<file path="config.mk">
export PLATFORM = sky130hd
export DESIGN_NAME = alu_display
export DESIGN_NICKNAME = d
export VERILOG_FILES = /design/src/rtl/alu_display.sv
export SDC_FILE = /design/constraint.sdc
export NUM_CORES = 1
export LEC_CHECK = 0
export CAP_MARGIN = 10
export CORE_UTILIZATION = 50
export DETAILED_ROUTE_END_ITERATION = 8
export GPL_ROUTABILITY_DRIVEN = 0
export PLACE_DENSITY = 0.72
export SETUP_SLACK_MARGIN = 0.2
export SLEW_MARGIN = 20
export SYNTH_ARGS = -nofsm -noshare
export SYNTH_HDL_FRONTEND = slang
export SYNTH_SLANG_ARGS = --single-unit
</file>
<file path="constraint.sdc">
create_clock -name Clk -period 3.9 [get_ports Clk]
set_input_delay 0.78 -clock Clk [delete_from_list [all_inputs] [get_ports Clk]]
set_output_delay 0.78 -clock Clk [all_outputs]
set_load 0.005 [all_outputs]
</file>
<file path="src/rtl/alu_display.sv">
// alu_display
//   Output stage behind the ALU. A Start pulse captures the 8-bit Sal value.
//   A sequential shift-and-add-3 engine then converts it to three BCD digits.
//   The result is shown on a time-multiplexed, common-anode 3-digit
//   7-segment display with leading-zero blanking.
//
// Ports
//   Clk    : system clock, rising edge
//   Rst_n  : asynchronous active-low reset
//   Start  : conversion request, only honoured while idle
//   Sal    : unsigned 8-bit value to convert
//   Busy   : high while the shift engine runs
//   Done   : single-cycle pulse when Bcd has been updated
//   Bcd    : registered result {hundreds, tens, units}
//   Seg    : active-low segments {g,f,e,d,c,b,a}
//   An     : active-low one-hot digit enables, An[0] = units
module alu_display #(
   parameter int REFRESH_CNT = 50000
) (
   input  logic        Clk,
   input  logic        Rst_n,
   input  logic        Start,
   input  logic [7:0]  Sal,
   output logic        Busy,
   output logic        Done,
   output logic [11:0] Bcd,
   output logic [6:0]  Seg,
   output logic [2:0]  An
);

   typedef enum logic [1:0] {IDLE, SHIFT, DONE} state_t;

   localparam logic [15:0] REFRESH_LAST = 16'(REFRESH_CNT - 1);

   state_t      state_reg;
   logic [19:0] work_reg;
   logic [2:0]  shift_cnt_reg;
   logic        busy_reg;
   logic        done_reg;
   logic [11:0] bcd_reg;

   logic [19:0] work_adj;
   logic [19:0] work_shift;

   // Each BCD nibble is corrected from the pre-edge value before the shift.
   assign work_adj[7:0] = work_reg[7:0];

   genvar gi;
   generate
      for (gi = 0; gi < 3; gi++) begin : g_adj
         logic [3:0] nib;
         assign nib = work_reg[8 + 4*gi +: 4];
         assign work_adj[8 + 4*gi +: 4] = (nib >= 4'd5) ? nib + 4'd3 : nib;
      end
   endgenerate

   assign work_shift = work_adj << 1;

   always_ff @(posedge Clk or negedge Rst_n) begin
      if (!Rst_n) begin
         state_reg     <= IDLE;
         work_reg      <= '0;
         shift_cnt_reg <= '0;
         busy_reg      <= 1'b0;
         done_reg      <= 1'b0;
         bcd_reg       <= '0;
      end else begin
         case (state_reg)
            IDLE: begin
               done_reg <= 1'b0;
               if (Start) begin
                  work_reg      <= {12'h000, Sal};
                  shift_cnt_reg <= '0;
                  busy_reg      <= 1'b1;
                  state_reg     <= SHIFT;
               end
            end
            SHIFT: begin
               work_reg      <= work_shift;
               shift_cnt_reg <= shift_cnt_reg + 3'd1;
               // Eighth shift: the BCD field is complete, publish it directly.
               if (shift_cnt_reg == 3'd7) begin
                  bcd_reg   <= work_shift[19:8];
                  busy_reg  <= 1'b0;
                  done_reg  <= 1'b1;
                  state_reg <= DONE;
               end
            end
            DONE: begin
               done_reg  <= 1'b0;
               state_reg <= IDLE;
            end
            default: begin
               busy_reg  <= 1'b0;
               done_reg  <= 1'b0;
               state_reg <= IDLE;
            end
         endcase
      end
   end

   assign Busy = busy_reg;
   assign Done = done_reg;
   assign Bcd  = bcd_reg;

   // ---------------- display scan ----------------
   logic [15:0] refresh_reg;
   logic [1:0]  digit_reg;
   logic [1:0]  digit_next;
   logic        refresh_wrap;
   logic [3:0]  digit_val;
   logic        digit_blank;
   logic [6:0]  seg_next;
   logic [2:0]  an_next;
   logic [6:0]  seg_reg;
   logic [2:0]  an_reg;

   function automatic logic [6:0] seg_decode(input logic [3:0] d);
      case (d)
         4'd0:    seg_decode = 7'b1000000;
         4'd1:    seg_decode = 7'b1111001;
         4'd2:    seg_decode = 7'b0100100;
         4'd3:    seg_decode = 7'b0110000;
         4'd4:    seg_decode = 7'b0011001;
         4'd5:    seg_decode = 7'b0010010;
         4'd6:    seg_decode = 7'b0000010;
         4'd7:    seg_decode = 7'b1111000;
         4'd8:    seg_decode = 7'b0000000;
         4'd9:    seg_decode = 7'b0010000;
         default: seg_decode = 7'b1111111;
      endcase
   endfunction

   assign refresh_wrap = (refresh_reg == REFRESH_LAST);

   // Seg/An are computed for the digit that will be active after this edge,
   // so both registers switch together and Seg tracks Bcd one cycle later.
   always_comb begin
      digit_next = digit_reg;
      if (refresh_wrap)
         digit_next = (digit_reg == 2'd2) ? 2'd0 : digit_reg + 2'd1;

      digit_val   = bcd_reg[3:0];
      digit_blank = 1'b0;
      an_next     = 3'b110;
      case (digit_next)
         2'd1: begin
            digit_val   = bcd_reg[7:4];
            digit_blank = (bcd_reg[11:8] == 4'd0) && (bcd_reg[7:4] == 4'd0);
            an_next     = 3'b101;
         end
         2'd2: begin
            digit_val   = bcd_reg[11:8];
            digit_blank = (bcd_reg[11:8] == 4'd0);
            an_next     = 3'b011;
         end
         default: ;
      endcase
      seg_next = digit_blank ? 7'b1111111 : seg_decode(digit_val);
   end

   always_ff @(posedge Clk or negedge Rst_n) begin
      if (!Rst_n) begin
         refresh_reg <= '0;
         digit_reg   <= '0;
         an_reg      <= 3'b110;
         seg_reg     <= 7'b1000000;
      end else begin
         refresh_reg <= refresh_wrap ? 16'd0 : refresh_reg + 16'd1;
         digit_reg   <= digit_next;
         an_reg      <= an_next;
         seg_reg     <= seg_next;
      end
   end

   assign Seg = seg_reg;
   assign An  = an_reg;

endmodule
</file>
==> out/qor.csv, run 1 <==
stage,metric,value,unit
worst_setup_path,rr_worst_depth,11,
clocking,clkSlewWorstSetupHoldPaths,0.07,ns
sta,fin_skew,0.008191,ns
grt,track_usage,0.2037,
floorplan,die_w,82.80,µm
clocking,clk_latency,0.34,ns
final_layout,largest_register_ffs,20,
worst_setup_path,r2r_end,Seg[3],
grt,grt_pass1_wl,11.22,mm
floorplan,initial_core_util,0.5170,
final_layout,final_area,3841,µm²
floorplan,dieArea,6856,µm²
placement,portBuffers,34,
sta,min_period,3.273,ns
drt,drc_errors,0,
synth,synthAdderAreaFrac,0.05366,
drt,num_vias,2425,
floorplan,core,6314,µm²
clocking,post_cts_buffers,0,
synth,synth_edf_count,0,
grt,grt_max_degree,47,
job,drv_cap,0,
drt,final_antenna_net_count,0,
worst_setup_path,rrSetupSlack,0.63,ns
synth,ys_async_sr_fraction,1.000,
final_layout,area_growth,17.67,%
sta,worst_pin_slew,0.6442,ns
floorplan,die_y,82.80,µm
sta,finalCritPeriodShare,0.8394,
worst_setup_path,crit_fanout,9,
worst_setup_path,worstPathArrival,3.49,ns
grt,gr-total-overflow,0,
drt,wl_per_cell,14.17,µm
clocking,cts_tree,built,
synth,synth_top_area_cell,dfrtp_1,
synth,synth_top_flop_cell,dfrtp_1,
synth,synthSimpleGateAreaFrac,0.1778,
sta,slew_violations,0,
synth,synth-warning-count,0,
synth,syn_inst,325,
placement,dpl_cell_area,3669,µm²
sta,fmax,0.3055,GHz
drt,viasPerCell,5.486,
final_layout,nets,385,
pwr,p_total,2.634,mW
sta,setup_tns,0,ns
pwr,power.density,685.7,nW/µm²
clocking,clk_path_buf_depth,2,
grt,grt_pass1_vias,2325,
drt,wl,6.265,mm
sta,max_slew_margin,0.5696,
worst_setup_path,startpoint_type,flop,
synth,synth_top_family_by_area,simple AND/OR/NAND/NOR gates,
clocking,cts-hold-fix-buffers,0,
worst_setup_path,end_kind,flop,
sta,rsz0062_at_grt,false,
synth,postSynthAreaPerCell,10.04,µm²
clocking,clock-sinks,67,
synth,synth_seq_cells,67,
sta,finalHoldViolCount,0,
synth,synth.distinct_cells,41,
pwr,leakagePower,1.745,nW
synth,yosysSeqAreaShare,0.5148,
clocking,cts_root_buffer,clkbuf_8,
sta,worst_slack,0.6265,ns
clocking,numCtsBuffers,9,
placement,pre_cts_ws,0.6795,ns
synth,synth.top_cell.area_share,0.4906,
synth,syn-cell-area,3264,µm²
synth,synth_fp_nets,350,
floorplan,rows,29,
run_status,outcome,finished clean,
synth,synthMuxAreaShare,0.04255,
worst_setup_path,worstSetupPathType,reg -> reg,
placement,dp_hpwl,4.396,mm
synth,synth_xor_xnor_area_share,0.04293,
hold_path,hold_path_class,in -> async,
final_layout,drive_above_1_share,0.09041,
final_layout,fin_util,0.6084,
clocking,cts.htree.levels,3,
synth,synth_compound_area_frac,0.1334,
drt,drtIter0Drc,117,
floorplan,io_pins,35,
clocking,ctsResizeCount,0,
synth,yosys-top-cells-area,"dfrtp_1, ha_1, o21ai_0, nand2_1, xnor2_1",
pwr,ir_drop,0.4954,mV
grt,antenna_found_initial,0,
drt,drt_pass1_iterations,4,
worst_setup_path,crit_required,4.12,ns
worst_setup_path,reg2reg_from,refresh_reg[0],
sta,setup_violations,0,
final_layout,diodes,0,
-- metal layers --
| layer | track usage | wire length [µm] | vias up |
|---|---|---|---|
| met3 | 0.03777 | 203 | 10 |
| li1 | - | - | 1205 |
| met2 | 0.3137 | 2858 | 39 |
| met1 | 0.2783 | 3094 | 1171 |
| met4 | 0.1003 | 108 | 0 |
| met5 | 0 | 0 | - |
-- power by group --
group	switching, mW	internal (mW)	leakage (nW)
Clock	0.252	0.264	0.0905
Combinational	0.494	0.526	0.803
Sequential	0.185	0.912	0.851
Total	0.931	1.70	1.74
-- worst max path at each step --
stage,slack [ns],cells past startpoint,from,to
after CTS,0.68,11,refresh_reg[0],Seg[3]
after detailed placement,0.68,11,refresh_reg[0],Seg[3]
after global placement,0.88,11,refresh_reg[0],Seg[3]
after global routing,0.25,10,refresh_reg[0],Seg[3]
final,0.63,11,refresh_reg[0],Seg[3]
after floorplan,1.01,11,refresh_reg[0],Seg[3]
-- critical path, cell delays in order, from the launching register on --
cell and delay, ns:
dfrtp_1 0.40, ha_1 0.25, nand4b_1 0.16, nand4b_1 0.37
nor3b_1 0.33, a21o_1 0.14, ha_1 0.26, a22oi_1 0.12
o21ai_1 0.49, ha_1 0.35, o21ai_0 0.17, nand4_1 0.11
-- logic make-up (layout without fill, tap and decap cells) --
kind of cell / after synthesis / count (layout)
adder cells (fa/ha/maj): 14 / 14
AO/OA/AOI/OAI: 74 / 74
buffers and inverters: 30 / 70
XOR/XNOR: 16 / 16
flip-flops: 67 / 67
multiplexers: 13 / 13
AND/OR/NAND/NOR: 111 / 111
-- layout make-up --
class | instances | area, µm²
clock inverters | 2 | 10.01
inverters | 17 | 63.81
multi-input cells | 228 | 1470
fillers | 542 | 2472
well taps | 77 | 96.34
flip-flops and latches | 67 | 1680
clock buffers | 14 | 162.7
repair buffers | 37 | 357.8
-- stage by stage --
stage | std cells | hold slack, ns
finish | 442 | 0.3822
global route | 442 | 0.4201
CTS | 442 | 0.3911
detailed placement | 426 | 0.4712
global placement | 426 | 0.4650
floorplan | 325 | 0.4496
-- synthesized netlist by cell type, drive strengths merged (6+ instances only) --
library cell,number
nand4,6
dfrtp,64
ha,14
nand2,34
a22o,6
inv,17
xnor2,11
nand3,10
clkbuf,11
nor2,17
nor3,8
nor2b,6
a21oi,16
mux2,7
mux2i,6
nor3b,6
o21ai,37
-- layout by cell type (no fill, tap or decap), drive strengths merged, types with 2 or more instances in the layout --
cell type      Yosys  layout
nand2             34      34
a31oi              2       2
a22o               6       6
inv               17      17
and4b              2       2
buf                2       4
mux2               7       7
mux2i              6       6
o21ai             37      37
xnor2             11      11
a21o               3       3
or2                3       3
a22oi              4       4
nor2              17      17
nor3               8       8
a211oi             2       2
clkinv             0       2
dfrtp             64      64
nand3             10      10
nand4b             2       2
nor4               5       5
nor3b              6       6
xor2               5       5
clkdlybuf4s50      0      33
and2               3       3
a21oi             16      16
dfstp              3       3
nor2b              6       6
clkbuf            11      14
ha                14      14
nand2b             5       5
nand4              6       6
No activity file was read; power rests on OpenSTA's default activity.
==> run 2, diff against run 1 <==
--- a/config.mk
+++ b/config.mk
@@ -9,7 +9,7 @@
 export CORE_UTILIZATION = 50
 export DETAILED_ROUTE_END_ITERATION = 8
 export GPL_ROUTABILITY_DRIVEN = 0
-export PLACE_DENSITY = 0.72
+export PLACE_DENSITY = 0.75
 export SETUP_SLACK_MARGIN = 0.2
 export SLEW_MARGIN = 20
 export SYNTH_ARGS = -nofsm -noshare
==> constraint.sdc (replaced) <==
create_clock -name Clk -period 2.9 [get_ports Clk]
set_input_delay 0.58 -clock Clk [delete_from_list [all_inputs] [get_ports Clk]]
set_output_delay 0.58 -clock Clk [all_outputs]
set_load 0.005 [all_outputs]
==> out/qor.csv, run 2 (synthesized netlist as in run 1, its figures left out) <==
stage,metric,value,unit,change
sta,hold_ws,0.2591,ns,was 0.3822 ns
pwr,seq_power_share,0.367,,was 0.416
worst_setup_path,cp_cell_sequence,ha_4 -> nand4b_1 -> nand4b_1 -> buf_6 -> nor3_2 -> a21oi_1 -> ha_4 -> buf_6 -> o21ai_4 -> ha_1 -> o21ai_1 -> nand4_1,,was ha_1 -> nand4b_1 -> nand4b_1 -> nor3b_1 -> a21o_1 -> ha_1 -> a22oi_1 -> o21ai_1 -> ha_1 -> o21ai_0 -> nand4_1
run_status,outcome,finished clean,,unchanged
worst_setup_path,worstSetupPathType,reg -> reg,,unchanged
clocking,cts_root_buffer,clkbuf_8,,unchanged
drt,routed.top_layer,met4,,unchanged
drt,wl_per_cell,15.35,µm,was 14.17 µm
job,drv_cap,0,,unchanged
sta,finalCritPeriodShare,0.9403,,was 0.8394
final_layout,regArea,1680,µm²,unchanged
final_layout,multiInputGateArea,1590,µm²,was 1470 µm²
final_layout,final_area,4227,µm²,was 3841 µm²
drt,drt_pass1_iterations,4,,unchanged
drt,met3_length,228,µm,was 203 µm
final_layout,fillers,468,,was 542
sta,rsz0062_at_grt,true,,was false
final_layout,largest_register_ffs,20,,unchanged
drt,num_vias,2564,,was 2425
worst_setup_path,startpoint_type,flop,,unchanged
hold_path,hold_path_class,in -> async,,unchanged
floorplan,core,6314,µm²,unchanged
sta,slew_violations,0,,unchanged
final_layout,nets,404,,was 385
clocking,cts.htree.levels,3,,unchanged
final_layout,mostFrequentLayoutCell,dfrtp_1,,unchanged
clocking,clkSlewWorstSetupHoldPaths,0.07,ns,about the same
final_layout,area_growth,29.47,%,was 17.67%
drt,drtIter0Drc,157,,was 117
floorplan,io_pins,35,,unchanged
grt,gr-total-overflow,0,,unchanged
placement,portBuffers,34,,unchanged
floorplan,die_w,82.80,µm,unchanged
drt,final_antenna_net_count,0,,unchanged
drt,wl_met2,3.379,mm,was 2.858 mm
sta,worst_pin_slew,0.6427,ns,was 0.6442 ns
drt,wl,7.076,mm,was 6.265 mm
sta,min_period,2.727,ns,was 3.273 ns
grt,grt_max_degree,41,,was 47
worst_setup_path,crit_fanout,6,,was 9
drt,drc_errors,0,,unchanged
grt,track_usage,0.2054,,was 0.2037
final_layout,diodes,0,,unchanged
clocking,cts-hold-fix-buffers,0,,unchanged
floorplan,die_y,82.80,µm,unchanged
pwr,power.density,956.9,nW/µm²,was 685.7 nW/µm²
pwr,netSwitchingFraction,0.3291,,was 0.3534
pwr,p_switching,1.331,mW,was 0.9310 mW
grt,antenna_found_initial,0,,unchanged
floorplan,initial_core_util,0.5170,,unchanged
clocking,clk_path_buf_depth,2,,unchanged
sta,fmax,0.3667,GHz,was 0.3055 GHz
floorplan,dieArea,6856,µm²,unchanged
worst_setup_path,slowest_delay,0.41,ns,was 0.49 ns
pwr,leakagePower,1.915,nW,was 1.745 nW
drt,wl_met1,3.320,mm,was 3.094 mm
placement,dp_hpwl,4.589,mm,was 4.396 mm
pwr,pwr-share-clk,0.262,,was 0.196
grt,grt_pass1_vias,2404,,was 2325
clocking,numCtsBuffers,9,,unchanged
clocking,clk_latency,0.34,ns,about the same
drt,viasPerCell,5.562,,was 5.486
pwr,ir_drop,0.7566,mV,was 0.4954 mV
sta,fin_skew,0.008076,ns,was 0.008191 ns
pwr,p_int,2.713,mW,was 1.703 mW
final_layout,layout_common_cells,"dfrtp_1, nand2_1, clkdlybuf4s50_1",,"was dfrtp_1, o21ai_0, nand2_1"
worst_setup_path,worstPathArrival,2.93,ns,was 3.49 ns
final_layout,drive_above_1_share,0.1875,,was 0.09041
clocking,cts_tree,built,,unchanged
placement,dpl_cell_area,3766,µm²,was 3669 µm²
floorplan,rows,29,,unchanged
sta,finalHoldViolCount,0,,unchanged
pwr,comb_power_share,0.371,,was 0.387
sta,setup_violations,0,,unchanged
worst_setup_path,rrSetupSlack,0.17,ns,was 0.63 ns
grt,grt_pass1_wl,11.39,mm,was 11.22 mm
clocking,clock-sinks,67,,unchanged
worst_setup_path,critPathSlowestCell,dfrtp_1,,was o21ai_1
sta,max_slew_margin,0.5716,,was 0.5696
worst_setup_path,end_kind,flop,,unchanged
worst_setup_path,crit_required,3.10,ns,was 4.12 ns
==> run 2: changes by cell type in the layout (fill, tap and decap cells not counted), moves of 3 or more <==
cell,change
o21ai_0,-5
buf_4,+16
ha_4,+3
bufinv_16,+4
ha_1,-3
==> run 2: area by class of cell <==
| type | instances | share of cell area |
|---|---|---|
| Timing Repair Buffer | 56 | 0.1231 |
| Clock inverter | 4 | 0.02842 |
| Clock buffer | 12 | 0.03671 |
| Multi-Input combinational cell | 228 | 0.3763 |
| Tap cell | 77 | 0.02279 |
| Inverter | 17 | 0.01510 |
| Sequential cell | 67 | 0.3976 |
==> run 2: worst max-delay path: cells and delay by family (launching register included) <==
kind / cells / cell delay (ns)
AND/OR/NAND/NOR: 4 / 0.64
adder cells (fa/ha/maj): 3 / 0.75
AO/OA/AOI/OAI: 3 / 0.49
buffers and inverters: 2 / 0.30
flip-flops: 1 / 0.41
==> run 2: path summary, 6_finish.rpt <==
| path | start | endpoint | cells past startpoint |
|---|---|---|---|
| max | refresh_reg[1] | Seg[3] | 12 |
| min | Rst_n | state_reg[1] | 1 |
| max reg2reg | refresh_reg[1] | Seg[3] | 12 |
| min reg2reg | work_reg[4] | work_reg[4] | 2 |
| max in group asynchronous | Rst_n | Seg[6] | 2 |
| min in group Clk | work_reg[4] | work_reg[4] | 2 |
==> run 2: power by group through the flow <==
stage,registers [mW],clock network (mW),logic (mW)
2_1_floorplan,1.42,0,0.951
3_3_place_gp,1.48,0,1.38
3_5_place_dp,1.49,0,1.43
4_1_cts,1.48,1.06,1.45
5_1_grt,1.52,1.12,1.67
6_report,1.48,1.06,1.50
==> run 2: repair_timing <==
item / in CTS / in global routing
setup buffers: 5 / 8
endpoints found under the hold margin: 0 / 0
gates resized for setup: 7 / 19
pin swaps: 1 / 9
setup endpoints to repair: 7 / 7
==> run 2: per-stage QoR <==
step | total power, mW | setup WS (ns) | TNS (ns) | utilization | cells
after CTS | 3.998 | 0.2103 | 0 | 0.6512 | 453
after floorplan | 2.376 | 0.1913 | 0 | - | 325
final | 4.044 | 0.1731 | 0 | 0.6694 | 461
after global routing | 4.312 | 0.07537 | 0 | 0.6694 | 461
after global placement | 2.854 | 0.08411 | 0 | 0.5965 | 432
after detailed placement | 2.917 | -0.03561 | -0.06519 | 0.5965 | 432
==> run 2: per-layer routing <==
layer	vias to the layer above	track usage
li1	1243	-
met1	1253	0.2756
met2	57	0.3279
met3	11	0.03877
met4	0	0.08777
met5	-	0
